[src/rtl/shift_seq_pkg.sv]
// Shared definitions for the shift-register sequencer: FSM encodings and
// the bit-counter width helpers.
package shift_seq_pkg;

  typedef enum logic [1:0] {
    IDLE  = 2'd0,
    SHIFT = 2'd1,
    DONE  = 2'd2
  } state_e;

  // Ceiling log2 for small positive values (word lengths up to 32).
  function automatic int clog2(input int v);
    int res;
    res = 0;
    for (int i = 0; i < 6; i++) begin
      if ((1 << i) < v) res = i + 1;
    end
    return res;
  endfunction

  function automatic int cnt_w(input int width);
    return clog2(width) + 1;
  endfunction

endpackage

[src/rtl/shift_reg_core.sv]
// WIDTH-bit shift register made of async-reset D flip-flop cells with
// synchronous clear, parallel load and one-bit shift toward the exit end.
module shift_reg_core #(
  parameter int WIDTH     = 8,
  parameter bit MSB_FIRST = 1'b1
) (
  input  logic             clk,
  input  logic             rst,
  input  logic             clear,
  input  logic             load,
  input  logic             shift,
  input  logic [WIDTH-1:0] load_data,
  input  logic             sin,
  output logic [WIDTH-1:0] q
);

  generate
    for (genvar gi = 0; gi < WIDTH; gi++) begin : g_cell
      logic shift_in;
      logic q_bit;

      // MSB-first enters at bit 0 and moves upward; LSB-first enters at the top.
      if (MSB_FIRST) begin : g_msb
        if (gi == 0) begin : g_entry
          assign shift_in = sin;
        end else begin : g_chain
          assign shift_in = q[gi-1];
        end
      end else begin : g_lsb
        if (gi == WIDTH-1) begin : g_entry
          assign shift_in = sin;
        end else begin : g_chain
          assign shift_in = q[gi+1];
        end
      end

      always_ff @(posedge clk or posedge rst) begin
        if (rst) begin
          q_bit <= 1'b0;
        end else if (clear) begin
          q_bit <= 1'b0;
        end else if (load) begin
          q_bit <= load_data[gi];
        end else if (shift) begin
          q_bit <= shift_in;
        end
      end

      assign q[gi] = q_bit;
    end
  endgenerate

endmodule

[src/rtl/shift_seq_ctrl.sv]
// Load/shift/drain sequencer around shift_reg_core: accepts a word, shifts it
// out on sout while capturing sin, then strobes the captured word on dout.
module shift_seq_ctrl
  import shift_seq_pkg::*;
#(
  parameter int WIDTH     = 8,
  parameter bit MSB_FIRST = 1'b1,
  localparam int CNT_W    = cnt_w(WIDTH)
) (
  input  logic             clk,
  input  logic             r,
  input  logic             in_valid,
  output logic             in_ready,
  input  logic [WIDTH-1:0] in_data,
  input  logic             abort,
  input  logic             sin,
  output logic             sout,
  output logic             shift_en,
  output logic [WIDTH-1:0] dout,
  output logic             dout_valid,
  output logic             busy,
  output logic [CNT_W-1:0] bit_cnt
);

  state_e             state_q, state_d;
  logic [CNT_W-1:0]   bit_cnt_q, bit_cnt_d;
  logic [WIDTH-1:0]   dout_q, dout_d;
  logic [WIDTH-1:0]   sr;
  logic [WIDTH-1:0]   sr_shifted;
  logic               sr_load, sr_shift, sr_clear;

  shift_reg_core #(
    .WIDTH     (WIDTH),
    .MSB_FIRST (MSB_FIRST)
  ) u_core (
    .clk       (clk),
    .rst       (r),
    .clear     (sr_clear),
    .load      (sr_load),
    .shift     (sr_shift),
    .load_data (in_data),
    .sin       (sin),
    .q         (sr)
  );

  // Register value after the current edge's shift; captured into dout on the last shift.
  generate
    if (MSB_FIRST) begin : g_next_msb
      assign sr_shifted = {sr[WIDTH-2:0], sin};
    end else begin : g_next_lsb
      assign sr_shifted = {sin, sr[WIDTH-1:1]};
    end
  endgenerate

  always_ff @(posedge clk or posedge r) begin
    if (r) begin
      state_q   <= IDLE;
      bit_cnt_q <= '0;
      dout_q    <= '0;
    end else begin
      state_q   <= state_d;
      bit_cnt_q <= bit_cnt_d;
      dout_q    <= dout_d;
    end
  end

  always_comb begin
    state_d   = state_q;
    bit_cnt_d = bit_cnt_q;
    dout_d    = dout_q;
    sr_load   = 1'b0;
    sr_shift  = 1'b0;
    sr_clear  = 1'b0;
    case (state_q)
      IDLE: begin
        if (in_valid) begin
          state_d   = SHIFT;
          sr_load   = 1'b1;
          bit_cnt_d = '0;
        end
      end
      SHIFT: begin
        if (abort) begin
          state_d   = IDLE;
          sr_clear  = 1'b1;
          bit_cnt_d = '0;
        end else begin
          sr_shift  = 1'b1;
          bit_cnt_d = bit_cnt_q + 1'b1;
          if (bit_cnt_q == CNT_W'(WIDTH-1)) begin
            state_d = DONE;
            dout_d  = sr_shifted;
          end
        end
      end
      DONE: begin
        state_d = IDLE;
      end
      default: begin
        state_d = IDLE;
      end
    endcase
  end

  always_comb begin
    sout = 1'b0;
    if (state_q == SHIFT) begin
      sout = MSB_FIRST ? sr[WIDTH-1] : sr[0];
    end
  end

  assign in_ready   = (state_q == IDLE) & ~r;
  assign shift_en   = (state_q == SHIFT);
  assign dout_valid = (state_q == DONE);
  assign busy       = (state_q != IDLE);
  assign dout       = dout_q;
  assign bit_cnt    = bit_cnt_q;

endmodule
[config.mk]
export PLATFORM = sky130hd
export DESIGN_NAME = shift_seq_ctrl
export DESIGN_NICKNAME = d
export VERILOG_FILES = /design/src/rtl/shift_seq_pkg.sv /design/src/rtl/shift_reg_core.sv /design/src/rtl/shift_seq_ctrl.sv
export SDC_FILE = /design/constraint.sdc
export NUM_CORES = 1
export LEC_CHECK = 0
export ABC_CLOCK_PERIOD_IN_PS = 5100
export CAP_MARGIN = 0
export CORE_UTILIZATION = 40
export CTS_BUF_LIST = sky130_fd_sc_hd__clkbuf_16
export DETAILED_ROUTE_END_ITERATION = 8
export GPL_TIMING_DRIVEN = 0
export PLACE_DENSITY_LB_ADDON = 0.15
export SLEW_MARGIN = 20
export SYNTH_ARGS = -nofsm -noshare
export SYNTH_HDL_FRONTEND = slang
export SYNTH_SLANG_ARGS = --single-unit
[constraint.sdc]
create_clock -name clk -period 5.1 [get_ports clk]
set_clock_uncertainty 0.15 [all_clocks]
set_input_delay 1.02 -clock clk [delete_from_list [all_inputs] [get_ports clk]]
set_output_delay 1.02 -clock clk [all_outputs]
set_load 0.02 [all_outputs]
==> metrics.txt <==
status=completed; unrepaired setup endpoints after global routing=false; synthesized flop and latch total=22; clk buf depth=2; largest family of logic cells by synthesized area=compound AO/OA/AOI/OAI gates; wire length per cell=14.16 um; CP Capture Type=output port; xor and xnor area share after synthesis=0.9296%; Netlist Area Pre-Place=942.2 um^2; Max Cap Violations=0; sequential fraction of design power=46.5%; pwr dens=322.1 nW/um^2; # clock sinks=22; footprint of the multi-input gates=359.1 um^2; post-CTS sizing=0; first-pass GRT wire length=3.215 mm; total leakage power=0.0006309 uW; vias per cell=5.385; final setup violation count=0; FMAX=0.3006 GHz; drt drc=0; total net switching power=105.9 uW; Die Area=2553 um^2; Routability Congestion=0.7121; Req. time, crit path=3930 ps; # IOs=30; cts bufs inserted=3; # port buffers=29; post-synthesis simple-gate area fraction=11.82%; adder-cell share of the synthesized area=1.328%; proportion of synthesized area in mux cells=9.562%; placed cell area=1267 um^2; Area contributors post-synth=dfrtp_1 58%, mux2_2 9.6%, a222oi_1 7.4%; Die Width=50.53 um; final WL=1.912 mm; initial antenna violation count=0; Vias=727; cell count after synthesis=74; htree depth=1; CTS tree=built; CP Launch Type=input pin; number of synthesized flops with an enable pin=0; share of the synthesized area in the top cell type=58.43%; Final Cell Area=1351 um^2; Post-CTS Setup Repair Bufs=0; count of different cell masters after synthesis=22; fraction of layout instances using a drive strength above 1=14.95%; worst vdd ir=0.2278 mV; Clk pin slew, worst setup/hold paths=50 ps; critical path launch point=r; Setup CP Type=input pin to output port; area taken by flip-flops and latches=550.5 um^2; most frequent cell after synthesis=dfrtp_1; internal power=329.4 uW; worst slew pin tran=812.5 ps; endpoints failing hold=0; vias in the first global route=663; Die H=50.53 um; post-synthesis async set-or-reset flop share=100.0%; hold depth=1; Syn Area/Cell=12.73 um^2; initial core utilization=42.59%; Critical Path Fanout Max=2; nets=122; Worst-Skew Late Latency=250 ps; top_reg_cell synth=dfrtp_1; DR iter-0 viols=30; sequential cell area fraction in the yosys report=58.43%; switching share of total power=24.33%; fin crit share=65.23%; GRT Resource Usage Total=17.31%; Synthesized Nets=88; number of diodes=0; global route total overflow=0; Clock Power Share=37.3%; leading area contributor after synthesis=dfrtp_1; Worst R2R Path Depth=3; fill count=191; post-synthesis compound-gate area fraction=13.94%; Row Count=17; setup TNS=0 ps; area grow syn2layout=43.43%; hold_buf cts=0; CTS root buffer=clkbuf_16; DP HPWL=1.307 mm; commonest cells in the netlist=22 x dfrtp_1, 9 x inv_1, 8 x mux2_2; Hold Path Origin=dout[2]; WP data arrival=2160 ps; pin count of the biggest net entering global routing=23; hold crit path type=flop to flop; Max-slew headroom=45.77%; Period minus WS final=3327 ps; Comb power frac=16.2%; r2r startpoint=state_q[1]; remaining antenna violation count=0; DRT Pass-1 Iters=4; Max Slew Vio Count=0; synth warn=0; Core Area=2212 um^2
-- routing by layer --
layer  vias to the layer above  part of all wire (%)  GRT usage [%]
met3                         5                   5.6          2.727
met1                       352                    43          25.29
li1                        340                     -              -
met2                        30                    50          25.56
met5                         -                     0              0
met4                         0                   1.6          6.944
-- worst paths after layout --
check | end | slack (ps)
max in group asynchronous | dout[1] | 3180
hold / removal | dout[2] | 350
setup reg to reg | dout[0] | 3100
min in group asynchronous | bit_cnt[2] | 1120
hold reg to reg | dout[2] | 350
setup / recovery | in_ready | 1770
-- cells by family (layout without fill, tap and decap cells) --
family                     Yosys count  in the layout
AOI/OAI and AO/OA                   16             16
xor gates and xnor gates             1              1
and+or+nand+nor                     16             16
buffers and inverters               10             43
DFF                                 22             22
adders and majority gates            1              1
muxes                                8              8
-- layout make-up --
type / instances / share of cell area [%]
sequential: 22 / 40.74
multi-input combinational: 42 / 26.57
timing repair buffer: 29 / 21.48
clock buffer: 3 / 5.556
tap: 28 / 2.593
inverter: 9 / 2.500
clock inverter: 1 / 0.2778
buffer: 1 / 0.2778
-- power groups by stage --
stage / clock network, uW / registers, uW / logic [uW]
after global routing: 174 / 204 / 77.8
after global placement: 0 / 204 / 69.6
after floorplan: 0 / 204 / 37.4
after CTS: 167 / 202 / 71.5
after detailed placement: 0 / 205 / 70.3
final: 163 / 202 / 70.5
-- worst max-delay path, cell delays in order --
cell and delay (ps):
clkdlybuf4s50_1 420, nor2_1 110, clkdlybuf4s50_1 600
-- cell usage in the layout (no fill, tap or decap), drive strengths merged, types with 2 or more instances in the layout --
master         synthesis  layout
nand2b                 2       2
clkbuf                 1       4
mux2                   8       8
nor2b                  3       3
a222oi                 7       7
o21ai                  4       4
inv                    9       9
clkdlybuf4s50          0      29
o21bai                 2       2
nand2                  3       3
dfrtp                 22      22
a22o                   2       2
nor3b                  2       2
-- sequential cells by signal (all words and copies together), names as in the netlist --
register             count
dout                     8
u_core.g_cell.q_bit      8
bit_cnt                  4
state_q                  2
-- stage by stage --
stage	util [%]	total power (uW)	cells	setup slack, ps	hold slack, ps
3_5_place_dp	57.30	275.1	131	1781	334.3
2_1_floorplan	-	241.6	74	2617	300.9
4_1_cts	60.86	440.9	135	1774	359.2
3_3_place_gp	57.30	273.9	131	1795	326.2
5_1_grt	61.09	455.7	135	1753	370.8
6_report	61.09	435.3	135	1773	352.6
No activity file was read; power rests on OpenSTA's default activity.
